===== src/rtl/instr_dcd_burst_if.sv =====
// Bus bundle between the SPI byte deserialiser / register file and the
// instruction decoder. The decoder uses the slave modport; the SPI front end
// and register file side (or a testbench) use the master modport.
// With INSTR_DCD_BURST_ERR_EN defined, the bundle also carries the sticky err flag.
interface instr_dcd_burst_if #(
    parameter int ADDR_W = 6
);
    logic              cs_n;
    logic              byte_sync;
    logic [7:0]        data_in;
    logic [7:0]        data_out;
    logic              read;
    logic              write;
    logic [ADDR_W-1:0] addr;
    logic [7:0]        data_read;
    logic [7:0]        data_write;
    logic [7:0]        burst_cnt;
`ifdef INSTR_DCD_BURST_ERR_EN
    logic              err;
`endif

    modport master (
        output cs_n, byte_sync, data_in, data_read,
        input  data_out, read, write, addr, data_write, burst_cnt
`ifdef INSTR_DCD_BURST_ERR_EN
        , input err
`endif
    );

    modport slave (
        input  cs_n, byte_sync, data_in, data_read,
        output data_out, read, write, addr, data_write, burst_cnt
`ifdef INSTR_DCD_BURST_ERR_EN
        , output err
`endif
    );
endinterface


===== src/rtl/instr_dcd_burst.sv =====
// SPI-side instruction decoder with multi-byte burst support.
// The first byte of a cs_n frame is a command: [7]=write, [6]=auto-increment,
// [ADDR_W-1:0]=start address. Later bytes are write data or read slots.
// Reads are prefetched: the strobe fires the cycle after the triggering byte and
// data_out captures data_read at the end of that cycle.
// Optional feature macro: INSTR_DCD_BURST_ERR_EN (adds sticky err and
// suppresses out-of-range writes / returns 8'hFF for out-of-range reads).
// The interface ADDR_W parameter must match this module's ADDR_W.
module instr_dcd_burst #(
    parameter int ADDR_W    = 6,
    parameter int MAX_ADDR  = 63,
    parameter int MAX_BURST = 16
) (
    input logic               clk,
    input logic               rst_n,
    instr_dcd_burst_if.slave  bus
);

    typedef enum logic [1:0] {
        IDLE    = 2'd0,
        WR_DATA = 2'd1,
        RD_DATA = 2'd2,
        DRAIN   = 2'd3
    } state_t;

    state_t            state;
    state_t            state_d;
    logic              inc_q;      // auto-increment flag latched from the command byte
    logic              cmd_ev;     // accepted command byte
    logic              wr_ev;      // accepted write-data byte
    logic              rd_ev;      // accepted read-slot byte
    logic [7:0]        cnt_inc;
    logic              cnt_full;   // this data byte is the last one allowed
    logic [ADDR_W-1:0] addr_inc;
    logic [ADDR_W-1:0] wr_addr;    // address the next write will actually use

    assign cnt_inc  = bus.burst_cnt + 8'd1;
    assign cnt_full = 32'(cnt_inc) >= MAX_BURST;
    assign addr_inc = (32'(bus.addr) == MAX_ADDR) ? '0 : bus.addr + ADDR_W'(1);
    // A write's address advance is applied the cycle after its strobe, so a
    // byte landing on that same edge must already see the advanced address.
    assign wr_addr  = (bus.write && inc_q) ? addr_inc : bus.addr;

`ifdef INSTR_DCD_BURST_ERR_EN
    logic wr_oor;
    logic rd_oor;
    assign wr_oor = 32'(wr_addr) > MAX_ADDR;
    assign rd_oor = 32'(bus.addr) > MAX_ADDR;
`endif

    // State register.
    // NOTE: asynchronous active-low reset; every flop below returns to 0 / IDLE
    // the moment rst_n falls, which is what aborts a frame mid-burst.
    always_ff @(posedge clk or negedge rst_n) begin
        if (!rst_n) state <= IDLE;
        else        state <= state_d;
    end

    // Next-state logic and classification of the accepted byte.
    // NOTE: every output of this block is given a default first, so no path can
    // leave one unassigned and infer a latch.
    always_comb begin
        state_d = state;
        cmd_ev  = 1'b0;
        wr_ev   = 1'b0;
        rd_ev   = 1'b0;
        if (bus.cs_n) begin
            state_d = IDLE;
        end else if (bus.byte_sync) begin
            case (state)
                IDLE: begin
                    cmd_ev  = 1'b1;
                    state_d = bus.data_in[7] ? WR_DATA : RD_DATA;
                end
                WR_DATA: begin
                    wr_ev = 1'b1;
                    if (cnt_full) state_d = DRAIN;
                end
                RD_DATA: begin
                    rd_ev = 1'b1;
                    if (cnt_full) state_d = DRAIN;
                end
                default: ;
            endcase
        end
    end

    // Datapath: address, strobes, write data, read data capture and burst count.
    // NOTE: sequential state is updated with non-blocking assignments only; later
    // assignments in this block deliberately override earlier ones for priority.
    always_ff @(posedge clk or negedge rst_n) begin
        if (!rst_n) begin
            inc_q          <= 1'b0;
            bus.addr       <= '0;
            bus.read       <= 1'b0;
            bus.write      <= 1'b0;
            bus.data_write <= '0;
            bus.data_out   <= '0;
            bus.burst_cnt  <= '0;
`ifdef INSTR_DCD_BURST_ERR_EN
            bus.err        <= 1'b0;
`endif
        end else begin
            bus.read  <= 1'b0;
            bus.write <= 1'b0;

            if (bus.write && inc_q) bus.addr <= addr_inc;

            if (bus.read) begin
`ifdef INSTR_DCD_BURST_ERR_EN
                bus.data_out <= rd_oor ? 8'hFF : bus.data_read;
                if (rd_oor) bus.err <= 1'b1;
`else
                bus.data_out <= bus.data_read;
`endif
            end

            if (cmd_ev) begin
                bus.addr      <= bus.data_in[ADDR_W-1:0];
                inc_q         <= bus.data_in[6];
                bus.burst_cnt <= '0;
                bus.read      <= ~bus.data_in[7];
`ifdef INSTR_DCD_BURST_ERR_EN
                bus.err       <= 1'b0;
`endif
            end

            if (wr_ev) begin
                bus.burst_cnt  <= cnt_inc;
                bus.data_write <= bus.data_in;
`ifdef INSTR_DCD_BURST_ERR_EN
                bus.write      <= ~wr_oor;
                if (wr_oor) bus.err <= 1'b1;
`else
                bus.write      <= 1'b1;
`endif
            end

            if (rd_ev) begin
                bus.burst_cnt <= cnt_inc;
                if (!cnt_full) begin
                    bus.read <= 1'b1;
                    if (inc_q) bus.addr <= addr_inc;
                end
            end

            if (bus.cs_n) begin
                bus.data_out  <= '0;
                bus.burst_cnt <= '0;
            end
        end
    end

endmodule


===== src/flat_wrapper.sv =====
// flat-port wrapper written by rule: the top's interface ports become plain ports
module instr_dcd_burst_flat 
#(
    parameter int ADDR_W    = 6,
    parameter int MAX_ADDR  = 63,
    parameter int MAX_BURST = 16
)
  (clk, rst_n, bus_cs_n, bus_byte_sync, bus_data_in, bus_data_read, bus_data_out, bus_read, bus_write, bus_addr, bus_data_write, bus_burst_cnt);
  instr_dcd_burst_if #(.ADDR_W(ADDR_W)) bus_i ();
  input logic clk;
  input logic rst_n;
  input wire logic [$bits(bus_i.cs_n)-1:0] bus_cs_n;
  input wire logic [$bits(bus_i.byte_sync)-1:0] bus_byte_sync;
  input wire logic [$bits(bus_i.data_in)-1:0] bus_data_in;
  input wire logic [$bits(bus_i.data_read)-1:0] bus_data_read;
  output wire logic [$bits(bus_i.data_out)-1:0] bus_data_out;
  output wire logic [$bits(bus_i.read)-1:0] bus_read;
  output wire logic [$bits(bus_i.write)-1:0] bus_write;
  output wire logic [$bits(bus_i.addr)-1:0] bus_addr;
  output wire logic [$bits(bus_i.data_write)-1:0] bus_data_write;
  output wire logic [$bits(bus_i.burst_cnt)-1:0] bus_burst_cnt;
  assign bus_i.cs_n = bus_cs_n;
  assign bus_i.byte_sync = bus_byte_sync;
  assign bus_i.data_in = bus_data_in;
  assign bus_i.data_read = bus_data_read;
  assign bus_data_out = bus_i.data_out;
  assign bus_read = bus_i.read;
  assign bus_write = bus_i.write;
  assign bus_addr = bus_i.addr;
  assign bus_data_write = bus_i.data_write;
  assign bus_burst_cnt = bus_i.burst_cnt;
  instr_dcd_burst #(.ADDR_W(ADDR_W), .MAX_ADDR(MAX_ADDR), .MAX_BURST(MAX_BURST)) u_core (.clk(clk), .rst_n(rst_n), .bus(bus_i));
endmodule

===== config.mk =====
export PLATFORM = sky130hd
export DESIGN_NAME = instr_dcd_burst_flat
export DESIGN_NICKNAME = d
export VERILOG_FILES = /design/src/rtl/instr_dcd_burst_if.sv /design/src/rtl/instr_dcd_burst.sv /design/src/flat_wrapper.sv
export SDC_FILE = /design/constraint.sdc
export NUM_CORES = 1
export LEC_CHECK = 0
export CORE_AREA = 2 2 59 75
export CTS_CLUSTER_SIZE = 40
export DETAILED_ROUTE_END_ITERATION = 12
export DIE_AREA = 0 0 61 77
export PLACE_DENSITY_LB_ADDON = 0.2
export SLEW_MARGIN = 30
export SYNTH_ARGS = -nofsm -noshare
export SYNTH_HDL_FRONTEND = slang
export SYNTH_SLANG_ARGS = --single-unit

===== constraint.sdc =====
create_clock -name clk -period 2 [get_ports clk]
set_clock_uncertainty 0.1 [all_clocks]
set_input_delay 0.4 -clock clk [delete_from_list [all_inputs] [get_ports clk]]
set_output_delay 0.4 -clock clk [all_outputs]
set_load 0.02 [all_outputs]

**After elaboration in Yosys (flattened, before gate mapping)**

Index checks and enable logic that the tools add are counted.

- Add/subtract/negate cells: 2
- Order comparisons: 1
- Eq/ne operators: 4
- Mux-type cells: 30
- Bitwise gates (word level): 1
- Reduce and logical (&&, ||, !) cells: 8

Operator list:

| cell | number |
|---|---|
| $mux W8 | 6 |
| $mux W6 | 6 |
| $mux W1 | 13 |
| $add A8 B1 Y8 const B | 1 |
| $ge A8 B5 Y1 const B | 1 |
| $mux W2 | 4 |
| $add A6 B1 Y6 const B | 1 |
| $eq A6 B6 Y1 const B | 1 |
| $pmux W2 S2 | 1 |
| $reduce_bool A2 Y1 | 2 |
| $reduce_bool A4 Y1 | 1 |
| $ne A3 B1 Y1 const B | 1 |
| $reduce_and A3 Y1 | 1 |
| $reduce_bool A3 Y1 | 1 |
| $eq A2 B1 Y1 const B | 1 |
| $eq A2 B2 Y1 const B | 1 |
| $logic_not A2 Y1 | 1 |
| $reduce_or A2 Y1 | 1 |
| $logic_and A1 B1 Y1 | 1 |
| $not A1 Y1 | 1 |

- Register bits: 35
- Bits of input ports: 20
- Output and inout port bits: 32
- Logic and storage cells: 54

**Logic depth before layout (Yosys ltp)**

Gate-level depths: netlist (run 1).

- Depth in word-level cells: 8
- Depth in mapped cells: 8

**Least setup slack after synthesis (run 1)**

No wires, ideal clock.

- Path kind: register to register
- Start: reg u_core.bus.burst_cnt[0]
- End: reg u_core.bus.addr[4]
- Library setup time: 0.120 ns
- Data arrival time: 1.814 ns
- Data required time: 1.780 ns
- Setup slack: -0.034 ns
- Stages on the path, launching flop included: 7
- Path buffers: 0
- Period minus slack after synthesis: 2.034 ns
- Cells stage by stage: dfrtp_1 > ha_1 > and3_1 > a31oi_1 > a211oi_4 > o21ai_0 > o211a_1

- Longest elaborated chain between the ends: 4

RTL lines:

| what | RTL line | RTL |
|---|---|---|
| from (decl) | instr_dcd_burst_if.sv:32 | `output data_out, read, write, addr, data_write, burst_cnt` |
| from (signal assigned) | instr_dcd_burst.sv:129 | `bus.burst_cnt <= cnt_inc;` |
| from (signal assigned) | instr_dcd_burst.sv:140 | `bus.burst_cnt <= cnt_inc;` |
| $add A8 B1 Y8 | instr_dcd_burst.sv:37 | `assign cnt_inc = bus.burst_cnt + 8'd1;` |
| $ge A8 B5 Y1 | instr_dcd_burst.sv:38 | `assign cnt_full = 32'(cnt_inc) >= MAX_BURST;` |
| $mux W6 | instr_dcd_burst.sv:141 | `if (!cnt_full) begin` |
| $mux W6 | instr_dcd_burst.sv:139 | `if (rd_ev) begin` |
| to (signal assigned) | instr_dcd_burst.sv:107 | `if (bus.write && inc_q) bus.addr <= addr_inc;` |
| to (signal assigned) | instr_dcd_burst.sv:119 | `bus.addr <= bus.data_in[ADDR_W-1:0];` |
| to (signal assigned) | instr_dcd_burst.sv:143 | `if (inc_q) bus.addr <= addr_inc;` |
| to (decl) | instr_dcd_burst_if.sv:32 |  |

Every way passes these cells.
A chain may end at the register's enable or synchronous reset.

**Worst setup path after layout (run 1)**

- Start: reg u_core.bus.addr[0]
- End: out bus_addr[0]

RTL lines:

| what | RTL line | RTL |
|---|---|---|
| to (decl) | flat_wrapper.sv:19 | `output wire logic [$bits(bus_i.addr)-1:0] bus_addr;` |

No word-level cell between the ends.

==> impl_metrics.yaml, run 1 <==
final_layout:
  stdcell_area_sq_um: 2590
  nNetsFinal: 267
  drive_above_1_share_pct: 20.2
  area_growth_pct: 44.1
  antenna_cells: 0
  n_fill_cell: 358
synthesis:
  synthesis.area_sq_um: 1790
  ys_seq_elements: 35
  syn_inst: 174
  netlist_top_cells_count: "35 x dfrtp_1, 20 x nor2_1, 13 x o21ai_0"
  synthTopCellsByArea: "dfrtp_1 49%, mux2_2 5.6%, mux2i_1 4.5%, nor2_1 4.2%, o21ai_0 3.6%"
  synth-main-ff-cell: "dfrtp_1"
  synth_cell_types: 39
  synth_area_per_cell_sq_um: 10.3
  yosysTopAreaCellShare_pct: 48.8
  synth_edf_count: 0
  synth_fp_nets: 199
  synth_top_cell_by_area: "dfrtp_1"
  yosysWarnings: 0
  yosysSeqAreaShare_pct: 48.8
  yosysMostFrequentCell: "dfrtp_1"
  postSynth.asyncResetShare_pct: 100
routing:
  viasPerCell: 5.36
  num_vias: 1602
  drt_wl_total_um: 4340
  avgRoutedWirePerCell_um: 14.5
  route.detailed.drc: 0
  drt_first_pass_iters: 4
  ant_nets: 0
  first_iter_violations: 64
floorplan:
  row_count: 26
  initial_core_util_pct: 44.8
  dieArea_sq_um: 4700
  die_y_um: 77
  io_pins: 52
  core_sq_um: 4000
  fp.dieW_um: 61
critical_path:
  r2r-end: "u_core.bus.addr[4]"
  crit_arrival_ps: 1430
  rrSetupSlack_ps: 80
  crit_buf_inv: 1
  reg2reg_from: "u_core.bus.burst_cnt[0]"
  critPathRequiredTime_ps: 1500
  cp.depth: 1
  r2r_cells: 8
  cpMaxStageDelayCell: "clkdlybuf4s50_1"
  critical_path.top_delay_family: "buffers and inverters"
  worst-path-max-fanout: 7
  cp-start-kind: "flop"
  critPathKind: "reg2out"
  setup.worst_path.end_class: "output pin"
  cpPeakStageDelay_ps: 660
  cp_cell_sequence: "clkdlybuf4s50_1"
sta:
  hold_ws_ps: 407
  fmax_ghz: 0.518
  finalMaxSlewViolations: 0
  setup_viol: 0
  setup_tns_ps: 0
  min_period_over_period_pct: 96.5
  hold_viol: 0
  grt_setup_unrepaired: "yes"
  min_period_ps: 1930
  worst_pin_slew_ps: 454
  max_slew_margin_pct: 69.7
min_path:
  holdCritPathClass: "reg2reg"
  min_to: "u_core.bus.data_write[5]"
  hold_depth: 1
  min_from: "u_core.bus.data_write[5]"
pwr:
  total_leakage_power_nw: 1.13
  ir_worst_vdd_uv: 444
  p_per_area_nw_per_um2: 1130
cts:
  cts_root_buf: "clkbuf_8"
  cts_tree: "yes"
  clk_path_buf_depth: 2
  cts_num_sinks: 35
  clkTransAtPathRegs_ps: 70
  cts_buffers: 5
  clock_latency_ps: 280
  cts_max_level: 2
placement:
  io_buffers: 51
  placed_area_sq_um: 2470
  gp_congestion: 0.807
  hpwl_um: 3230
grt:
  grt_overflow: 0
  grt_pass1_vias: 1667
  antenna_found_initial: 0
  grt_start_max_net_pins: 36
  grtUsageTotal_pct: 19.9
  grt_pass1_wl_um: 7200
flow_run:
  drv_cap: 0
outcome:
  status: "finished clean"
-- layout make-up --
class	count	area, sq um	area share (%)
repair buffers	68	646	25.0
clock buffers	5	68.8	2.66
well taps	56	70.1	2.71
flip-flops and latches	35	882	34.1
inverters	5	18.8	0.726
clock inverters	3	15.0	0.581
multi-input cells	127	886	34.3
-- routing by layer --
layer,track usage [%],vias up,wire [um]
met3,5.23,9,202
met2,34.7,41,2380
met4,6.74,0,71
li1,-,761,-
met5,0,-,0
met1,22.6,791,1690
-- worst max path at each step --
stage / endpoint / from / slack, ps
2_1_floorplan: u_core.bus.addr[4] / u_core.bus.burst_cnt[0] / 4
3_3_place_gp: u_core.bus.addr[4] / bus_byte_sync / -130
3_5_place_dp: u_core.bus.addr[4] / bus_byte_sync / -170
4_1_cts: u_core.bus.addr[2] / u_core.bus.burst_cnt[0] / -7
5_1_grt: u_core.bus.addr[4] / u_core.bus.burst_cnt[0] / -30
6_report: bus_addr[0] / u_core.bus.addr[0] / 70
-- layout by cell type, fill, tap and decap left out, types with 2 or more instances in the layout --
master / n
mux2_2: 9
clkdlybuf4s50_1: 50
o21a_1: 3
a21oi_1: 6
nor2_1: 20
nor2b_1: 5
o31ai_1: 4
o211a_1: 2
a2bb2oi_1: 3
ha_1: 4
dfrtp_2: 5
nand2b_1: 3
clkinv_2: 3
mux2i_1: 8
dfrtp_1: 30
buf_4: 14
inv_1: 5
buf_6: 2
a31oi_1: 5
nand2_1: 11
clkbuf_8: 5
xnor2_1: 2
o22ai_1: 4
o21ai_0: 13
nand3_1: 6
-- state kept, by name (all words and copies together) (netlist names) --
| register | count |
|---|---|
| u_core.bus.data_write | 8 |
| u_core.state | 2 |
| u_core.bus.burst_cnt | 8 |
| u_core.inc_q | 1 |
| u_core.bus.data_out | 8 |
| u_core.bus.write | 1 |
| u_core.bus.addr | 6 |
| u_core.bus.read | 1 |
-- cells by family after synthesis --
| logic type | share of synthesized area, % |
|---|---|
| muxes | 10.1 |
| DFF | 48.8 |
| xor gates and xnor gates | 0.976 |
| and+or+nand+nor | 15.8 |
| AOI/OAI and AO/OA | 18.2 |
| adders and majority gates | 3.49 |
| buffers and inverters | 2.65 |
-- where the power goes --
part	leakage (nW)	internal [mW]	total, mW	switching, mW
logic	0.637	0.694	1.36	0.666
clock network	0.0477	0.238	0.490	0.252
registers	0.449	0.895	1.07	0.175
total	1.13	1.83	2.92	1.09
-- stage by stage --
| step | setup WS, ps | instances | util [%] | power, mW |
|---|---|---|---|---|
| final | 70.6 | 299 | 64.6 | 2.92 |
| after global routing | -26.3 | 299 | 64.6 | 3.13 |
| after CTS | -7.43 | 298 | 63.7 | 2.94 |
| after detailed placement | -168 | 290 | 61.6 | 2.44 |
| after global placement | -130 | 290 | 61.6 | 2.38 |
| after floorplan | 3.97 | 174 | - | 1.86 |
-- repair_timing --
item,CTS,global route
gates cloned,0,1
resized for setup,0,11
setup buffers,0,0
hold buffers,0,0
endpoints found under the setup margin,1,11
(Power assumes the default switching activity.)
==> run 2, diff against run 1 <==
Settings changed: CELL_PAD_IN_SITES_DETAIL_PLACEMENT set to 1, CELL_PAD_IN_SITES_GLOBAL_PLACEMENT set to 2, CORE_AREA 2 2 59 75 to 2 2 74 93, DIE_AREA 0 0 61 77 to 0 0 76 95.
==> run 2 against run 1 <==
Against the previous run:
- setup slack better by 1.4 ps
- first-iteration DRC count is 11% higher
- combinational power is 6% higher
- worst hold slack hardly changed
- global-route usage is 5.6 points lower
- sequential share of layout area is 1.9 points lower
- largest power group unchanged
- critical endpoint is now u_core.bus.addr[2]
==> impl_metrics.yaml, run 2 (synthesis results as in run 1) <==
floorplan:
  row_count: 33
  io_pins: 52
  dieArea_sq_um: 7220
  die_y_um: 95
  core_sq_um: 6400
  initial_core_util_pct: 28.0
  fp.dieW_um: 76
grt:
  grt_overflow: 0
  grt_pass1_vias: 1652
  grt_start_max_net_pins: 36
  antenna_found_initial: 0
  grtUsageTotal_pct: 14.2
  grt_pass1_wl_um: 8050
placement:
  gp_congestion: 0.782
  io_buffers: 51
  hpwl_um: 3690
cts:
  holdBufCountCts: 0
  cts_buffers: 5
  clk_path_buf_depth: 2
  cts_root_buf: "clkbuf_8"
  cts_max_level: 2
  cts_num_sinks: 35
  cts_tree: "yes"
  clock_latency_ps: 280
  clkTransAtPathRegs_ps: 70
min_path:
  holdCritPathClass: "reg2reg"
  hold_depth: 1
routing:
  avgRoutedWirePerCell_um: 14.4
  drt_wl_total_um: 4910
  drt_first_pass_iters: 2
  first_iter_violations: 71
  ant_nets: 0
  num_vias: 1610
  route.detailed.drc: 0
  viasPerCell: 4.72
sta:
  finalMaxSlewViolations: 0
  setup_viol: 0
  min_period_ps: 1930
  min_period_over_period_pct: 96.4
  fmax_ghz: 0.519
  setup_tns_ps: 0
  worst_pin_slew_ps: 449
  hold_viol: 0
  max_slew_margin_pct: 70.0
  grt_setup_unrepaired: "yes"
critical_path:
  critPathKind: "reg2reg"
  r2r_cells: 8
  setup.worst_path.end_class: "flop"
  worst-path-max-fanout: 9
  critPathRequiredTime_ps: 2090
  cp-start-kind: "flop"
  crit_arrival_ps: 2020
pwr:
  total_leakage_power_nw: 1.23
  ir_worst_vdd_uv: 381
  p_total_mw: 3.05
  p_per_area_nw_per_um2: 1120
final_layout:
  reg_top3: "u_core.bus.burst_cnt: 8 flops, u_core.bus.data_out: 8 flops, u_core.bus.data_write: 8 flops"
  most-common-layout-cells: "48 x clkdlybuf4s50_1, 35 x dfrtp_1, 27 x buf_4"
  drive_above_1_share_pct: 21.3
  area_growth_pct: 51.4
  n_fill_cell: 734
  final_common_cell: "clkdlybuf4s50_1"
  nNetsFinal: 278
  antenna_cells: 0
flow_run:
  drv_cap: 0
outcome:
  status: "finished clean"
## run 2: metal layers
metal | global-route usage [%] | share of wire (%) | wire length, um | vias to the layer above
met1 | 16.8 | 45 | 2190 | 782
met5 | 0 | 0 | 0 | -
met4 | 6.36 | 1.9 | 93 | 0
met3 | 2.96 | 3.3 | 161 | 5
met2 | 25.2 | 50 | 2470 | 29
li1 | - | - | - | 794
## run 2: what timing repair did
item / CTS / global route
pin swaps: 0 / 1
setup buffers: 0 / 0
resized for setup: 1 / 6
setup endpoints to repair: 1 / 6
## run 2: path summary, 6_finish.rpt
check                                         start                  endpoint  slack, ps
max                         u_core.bus.burst_cnt[0]        u_core.bus.addr[2]         70
min                        u_core.bus.data_write[4]  u_core.bus.data_write[4]        410
max reg2reg                 u_core.bus.burst_cnt[0]        u_core.bus.addr[2]         70
min reg2reg                u_core.bus.data_write[4]  u_core.bus.data_write[4]        410
max in group asynchronous                     rst_n  u_core.bus.data_write[4]       1050
min in group asynchronous                     rst_n  u_core.bus.data_write[3]        430
## run 2: critical path, stage by stage (launching register included)
cell      delay, ps
dfrtp_1         410
ha_2            220
and3_4          150
a31oi_1         170
buf_4           150
a211oi_4         30
buf_6           140
o211a_1         230
nor4_2          230
## run 2: where the power goes
group	switching [mW]	leakage [nW]	internal, mW	total (mW)
Combinational	0.712	0.725	0.733	1.44
Sequential	0.154	0.457	0.894	1.05
Clock	0.247	0.0515	0.314	0.561
Total	1.11	1.23	1.94	3.05
## run 2: stage by stage
| step | worst slack (ps) | hold WS [ps] | utilization (%) | instance area, sq um | instances |
|---|---|---|---|---|---|
| after floorplan | 3.97 | 4.41 | - | 1790 | 174 |
| after global placement | -208 | 387 | 40.5 | 2590 | 333 |
| after detailed placement | -243 | 396 | 40.5 | 2590 | 333 |
| after CTS | 7.82 | 409 | 42.2 | 2700 | 341 |
| after global routing | -8.34 | 425 | 42.4 | 2720 | 341 |
| final | 72.0 | 407 | 42.4 | 2720 | 341 |
## run 2: final cells by class
| class | instances | area [sq um] | area share, % |
|---|---|---|---|
| multi-input combinational | 127 | 881 | 32.4 |
| sequential | 35 | 876 | 32.2 |
| timing repair buffer | 79 | 732 | 26.9 |
| tap | 87 | 109 | 4.01 |
| clock buffer | 8 | 100 | 3.68 |
| inverter | 5 | 18.8 | 0.691 |
==> patch 1: new RTL, settings of run 1 <==
`ADDR_W` is set to 6 in 3 places; all go to 7.
--- a/src/rtl/instr_dcd_burst_if.sv
+++ b/src/rtl/instr_dcd_burst_if.sv
@@ -3,7 +3,7 @@
 // and register file side (or a testbench) use the master modport.
 // With INSTR_DCD_BURST_ERR_EN defined, the bundle also carries the sticky err flag.
 interface instr_dcd_burst_if #(
-    parameter int ADDR_W = 6
+    parameter int ADDR_W = 7
 );
     logic              cs_n;
     logic              byte_sync;
--- a/src/rtl/instr_dcd_burst.sv
+++ b/src/rtl/instr_dcd_burst.sv
@@ -7,7 +7,7 @@
 // suppresses out-of-range writes / returns 8'hFF for out-of-range reads).
 // The interface ADDR_W parameter must match this module's ADDR_W.
 module instr_dcd_burst #(
-    parameter int ADDR_W    = 6,
+    parameter int ADDR_W    = 7,
     parameter int MAX_ADDR  = 63,
     parameter int MAX_BURST = 16
 ) (
--- a/src/flat_wrapper.sv
+++ b/src/flat_wrapper.sv
@@ -1,7 +1,7 @@
 // flat-port wrapper written by rule: the top's interface ports become plain ports
 module instr_dcd_burst_flat 
 #(
-    parameter int ADDR_W    = 6,
+    parameter int ADDR_W    = 7,
     parameter int MAX_ADDR  = 63,
     parameter int MAX_BURST = 16
 )
Ports: changed (resized bus_addr); port bits go from 52 to 53. No check against the original RTL was run, so the function may have changed too.
==> patch 1 against run 1 <==
Synthesized area shrank 2.1%; power rose by 1.5%; design area rose by 0.53%; routed wire length is 6.3% lower; sequential cell count increased by 1; die area is the same; synthesized cell count down 1.7%; setup slack got worse by 0.031 ns.
==> patch 1: results (changes against run 1) <==
Max H-tree Level 2 (unchanged); clk slew on worst S/H paths 0.07 ns (about the same); first-pass GRT wire length 6755 um (-6.1%); Net Count, Synth 196 (-1.5%); Hold Path Class in -> async; number of global-route vias before repair 1468 (-12%); pin count of the biggest net entering global routing 37 (+2.8%); post-route setup slack 0.03949 ns (-0.03110 ns); worst skew pair latency 0.29 ns; unique cell type count in the Yosys netlist 40 (+2.6%); ranking of synthesized cells by area dfrtp_1, mux2_2, mux2i_1, nand2_1, o21ai_0; cells on worst reg2reg path 7 (-1); R2R Setup Slk 0.04 ns (-0.04 ns); ant diodes 0 (unchanged); Crit Path Max Fanout 4 (-3); sequential share of the synthesized area 51.28% (+2.5 points); Slew headroom 47.05% (-23 points); Int Pwr 1.886 mW (+3.3%); Setup crit end u_core.bus.addr[2]; biggest regs u_core.bus.burst_cnt x8, u_core.bus.data_out x8, u_core.bus.data_write x8; Vias 1582 (-1.2%); TritonRoute pass-1 iters 4 (unchanged); startpoint of the worst register-to-register path u_core.bus.burst_cnt[0]; CP startpoint u_core.bus.burst_cnt[0]; total wire length 4062 um (-6.3%); Post-synth ARST share 100.0% (unchanged); status completed; Ys Warns 0 (unchanged); critical path's slowest cell dfrtp_2; Top delay family on crit path compound AO/OA/AOI/OAI gates; CP arrival 2.04 ns (+0.61 ns); Setup WS pre-CTS -0.3048 ns (-0.1363 ns); layout cell share with drive strength beyond 1 19.18% (-0.98 points); Lkg Pwr 1.120 nW (-1.2%); top_reg_cell synth dfrtp_1; GRT Util Overall 18.75% (-1.1 points); Peak VDD IR 0.6847 mV (+54%); Buffers on Ports 52 (+2.0%); dpl cell area 2474 um2 (+0.30%); max incr delay on CP 0.43 ns (-0.23 ns); drt initial violations 61 (-4.7%); routability cong. 0.8575 (+6.2%); remaining global-route overflow 0 (unchanged); nets@finish 269 (+0.75%); DP HPWL 2932 um (-9.2%); synth cell count leaders dfrtp_1, nand2_1, nor2_1; initial antenna violation count 0 (unchanged)
-- patch 1: changes by cell type in the layout (fill, tap and decap cells not counted), sizes merged, moves of 3 or more --
cell   before  now
nand2      11   19
a31oi       6    1
and3        1    5
nor2       21   17
nor2b       5    1
a22o        0    3
o21ai      13   16
o31ai       4    1
-- patch 1: worst min-delay path by stage --
stage                               end  cells past startpoint  slack (ns)
2_1_floorplan        u_core.bus.addr[0]                      0       0.004
5_1_grt         u_core.bus.burst_cnt[2]                      1        0.17
6_report        u_core.bus.burst_cnt[2]                      1        0.09
4_1_cts                 u_core.bus.read                      1        0.12
3_3_place_gp   u_core.bus.data_write[2]                      1        0.39
3_5_place_dp   u_core.bus.data_write[1]                      1        0.40
-- patch 1: metal layers --
layer / global-route usage [%] / wire [um] / vias to the layer above / share of wire [%]
met5: 0 / 0 / - / 0
met4: 7.826 / 106 / 0 / 2.6
met3: 3.204 / 175 / 11 / 4.3
met2: 29.78 / 2044 / 48 / 50
met1: 24.67 / 1735 / 755 / 43
li1: - / - / 768 / -
-- patch 1: kinds of logic (layout without fill, tap and decap cells) --
kind of cell             Yosys count  after routing  share of synthesized area, %
XOR/XNOR                           6              6                         2.991
AND/OR/NAND/NOR                   57             57                         14.96
multiplexers                      16             16                         9.687
adder cells (fa/ha/maj)            5              5                         3.561
buffers and inverters              6             80                         1.282
flip-flops                        36             36                         51.28
AO/OA/AOI/OAI                     45             45                         16.24
-- patch 1: cell type report --
cell class,count,area (um2)
sequential,36,907.1
clock inverter,2,10.01
tap,56,70.07
multi-input combinational,129,873.3
fill,344,1401
clock buffer,6,82.58
inverter,3,11.26
timing repair buffer,69,645.6
-- patch 1: repair_timing --
item	4_1_cts	5_1_grt
pin swaps	0	1
hold buffers	0	0
setup buffers	0	0
setup endpoints to repair	3	5
gates resized for setup	2	9
-- patch 1: through the flow --
step | hold slack (ns) | instances
detailed placement | 0.3958 | 293
CTS | 0.1211 | 301
global placement | 0.3891 | 293
floorplan | 0.004409 | 171
global route | 0.1706 | 301
finish | 0.09258 | 301
-- patch 1: power by group through the flow --
| stage | registers (mW) | clock network (mW) | logic, mW |
|---|---|---|---|
| CTS | 1.09 | 0.552 | 1.34 |
| detailed placement | 1.10 | 0 | 1.33 |
| global route | 1.12 | 0.574 | 1.45 |
| floorplan | 1.29 | 0 | 0.548 |
| finish | 1.09 | 0.539 | 1.34 |
| global placement | 1.09 | 0 | 1.32 |
-- patch 1: worst reg2reg max path: stages, from the launching register on --
cell	delay, ns
dfrtp_2	0.43
ha_4	0.17
a311oi_2	0.21
a31oi_2	0.08
a211o_1	0.34
and2_4	0.18
a2bb2oi_2	0.12
o221a_1	0.22
==> patch 2: new RTL, config.mk and constraints of run 1 <==
Made on the original files. Re-encode `state_t` (4 states) as one-hot, 4 bits wide.
--- a/src/rtl/instr_dcd_burst.sv
+++ b/src/rtl/instr_dcd_burst.sv
@@ -16,11 +16,11 @@
     instr_dcd_burst_if.slave  bus
 );
 
-    typedef enum logic [1:0] {
-        IDLE    = 2'd0,
-        WR_DATA = 2'd1,
-        RD_DATA = 2'd2,
-        DRAIN   = 2'd3
+    typedef enum logic [3:0] {
+        IDLE    = 4'b0001,
+        WR_DATA = 4'b0010,
+        RD_DATA = 4'b0100,
+        DRAIN   = 4'b1000
     } state_t;
 
     state_t            state;
Formal check against the unedited RTL: no difference found for any inputs over 10 cycles, from zero or initial values and one cycle with rst_n low; not proved beyond that.
==> patch 2 against run 1 <==
Worst hold slack worse by 0.36 ns; sequential cell count increased by 2; synthesized cell count increased by 13%; design area rose by 7.3%; routed wire length increased by 8.3%; setup slack worse by 0.065 ns; synthesized area increased by 6.1%; highest routed layer unchanged.
Power is not compared: it rests on default switching activity, and its combinational part moved more than twofold at a synthesized area within 25%.
==> patch 2: results (changes against run 1) <==
mux cell area share after synthesis 6.965% (-3.1 points); total CTS buffers 5 (unchanged); clock network fraction of total power 29.0%; Max H-tree Level 2 (unchanged); Clk Tree Root Cell clkbuf_8; number of global-route vias before repair 1680 (+0.78%); nets@finish 292 (+9.4%); multi-input gates 148 (+17%); layout cell share with drive strength beyond 1 18.08% (-2.1 points); non-filler instance count after layout 327 (+9.4%); GRT Util Overall 21.63% (+1.7 points); TritonRoute pass-1 iters 4 (unchanged); Top delay family on crit path compound AO/OA/AOI/OAI gates; non-clock buffer share of cell area 24.67% (-0.29 points); Filler Cell Count 328 (-8.4%); clk tree area frac 4.150% (+0.91 points); Inst Count DP 316 (+9.0%); unique cell type count in the Yosys netlist 44 (+13%); adder-cell share of the synthesized area 1.314% (-2.2 points); biggest regs u_core.bus.burst_cnt x8, u_core.bus.data_out x8, u_core.bus.data_write x8; metal2 WL 2451 um (+3.2%); Post-synth EDFFs 0 (unchanged); Vias 1781 (+11%); Multi-input gate area 955.9 um2 (+7.9%); GR Util met2 35.59% (+0.86 points); Avg Cell Area, Syn 9.716 um2 (-5.8%); Crit Path Max Fanout 5 (-2); XOR/XNOR Fraction of Synth Area 1.840% (+0.86 points); Hold Path Class in -> async; Compound-Gate Fraction of Synth Area 18.27% (+0.065 points); DP HPWL 3288 um (+1.9%); Buffers excl. clock 73 (+7.4%); ranking of synthesized cells by area dfrtp_1, nand2_1, mux2i_1, o21ai_0, nor2_1; register area 929.6 um2 (+5.4%); routability cong. 0.8442 (+4.6%); sequential share of the synthesized area 48.69% (-0.13 points); status completed; initial antenna violation count 0 (unchanged); Setup WS pre-CTS -0.1826 ns (-0.01407 ns); inverters 5 (unchanged); dpl cell area 2582 um2 (+4.7%); Net Count, Synth 218 (+9.5%); sw power 0.7197 mW; critical path's slowest cell dfrtp_1; Slew headroom 68.45% (-1.3 points); max incr delay on CP 0.43 ns (-0.23 ns); M1 WL 1926 um (+14%); pin count of the biggest net entering global routing 38 (+5.6%); fin area 2774 um2 (+7.3%); worst skew pair latency 0.29 ns; CP arrival 2.11 ns (+0.68 ns); Wirelength per Cell 14.36 um (-0.97%); met1 usage 26.76% (+4.2 points); met3 WL post-DR 204 um (+0.99%); synth cell count leaders dfrtp_1, nand2_1, nor2_1; GRT met3 Usage 5.059% (-0.17 points); seq_cells 37 (+5.7%); drt initial violations 79 (+23%); first-pass GRT wire length 7638 um (+6.1%)
-- patch 2: changes by cell type in the layout (fill, tap and decap cells not counted), moves of 4 or more --
cell            run 1  this run
nand2_1            11        36
buf_4              14        19
mux2_2              9         2
o21ai_0            13        19
dfrtp_1            30        34
-- patch 2: worst paths after layout --
check	start	to	slack (ns)	depth (start not counted)
max in group asynchronous	rst_n	u_core.state[0]	1.40	2
worst min register to register	u_core.bus.data_write[1]	u_core.bus.data_write[1]	0.38	2
worst max-delay path	u_core.bus.burst_cnt[1]	u_core.bus.addr[4]	0.005	7
worst min-delay path	rst_n	u_core.bus.burst_cnt[2]	0.05	2
min in group clk	u_core.bus.data_write[1]	u_core.bus.data_write[1]	0.38	2
worst max register to register	u_core.bus.burst_cnt[1]	u_core.bus.addr[4]	0.005	7
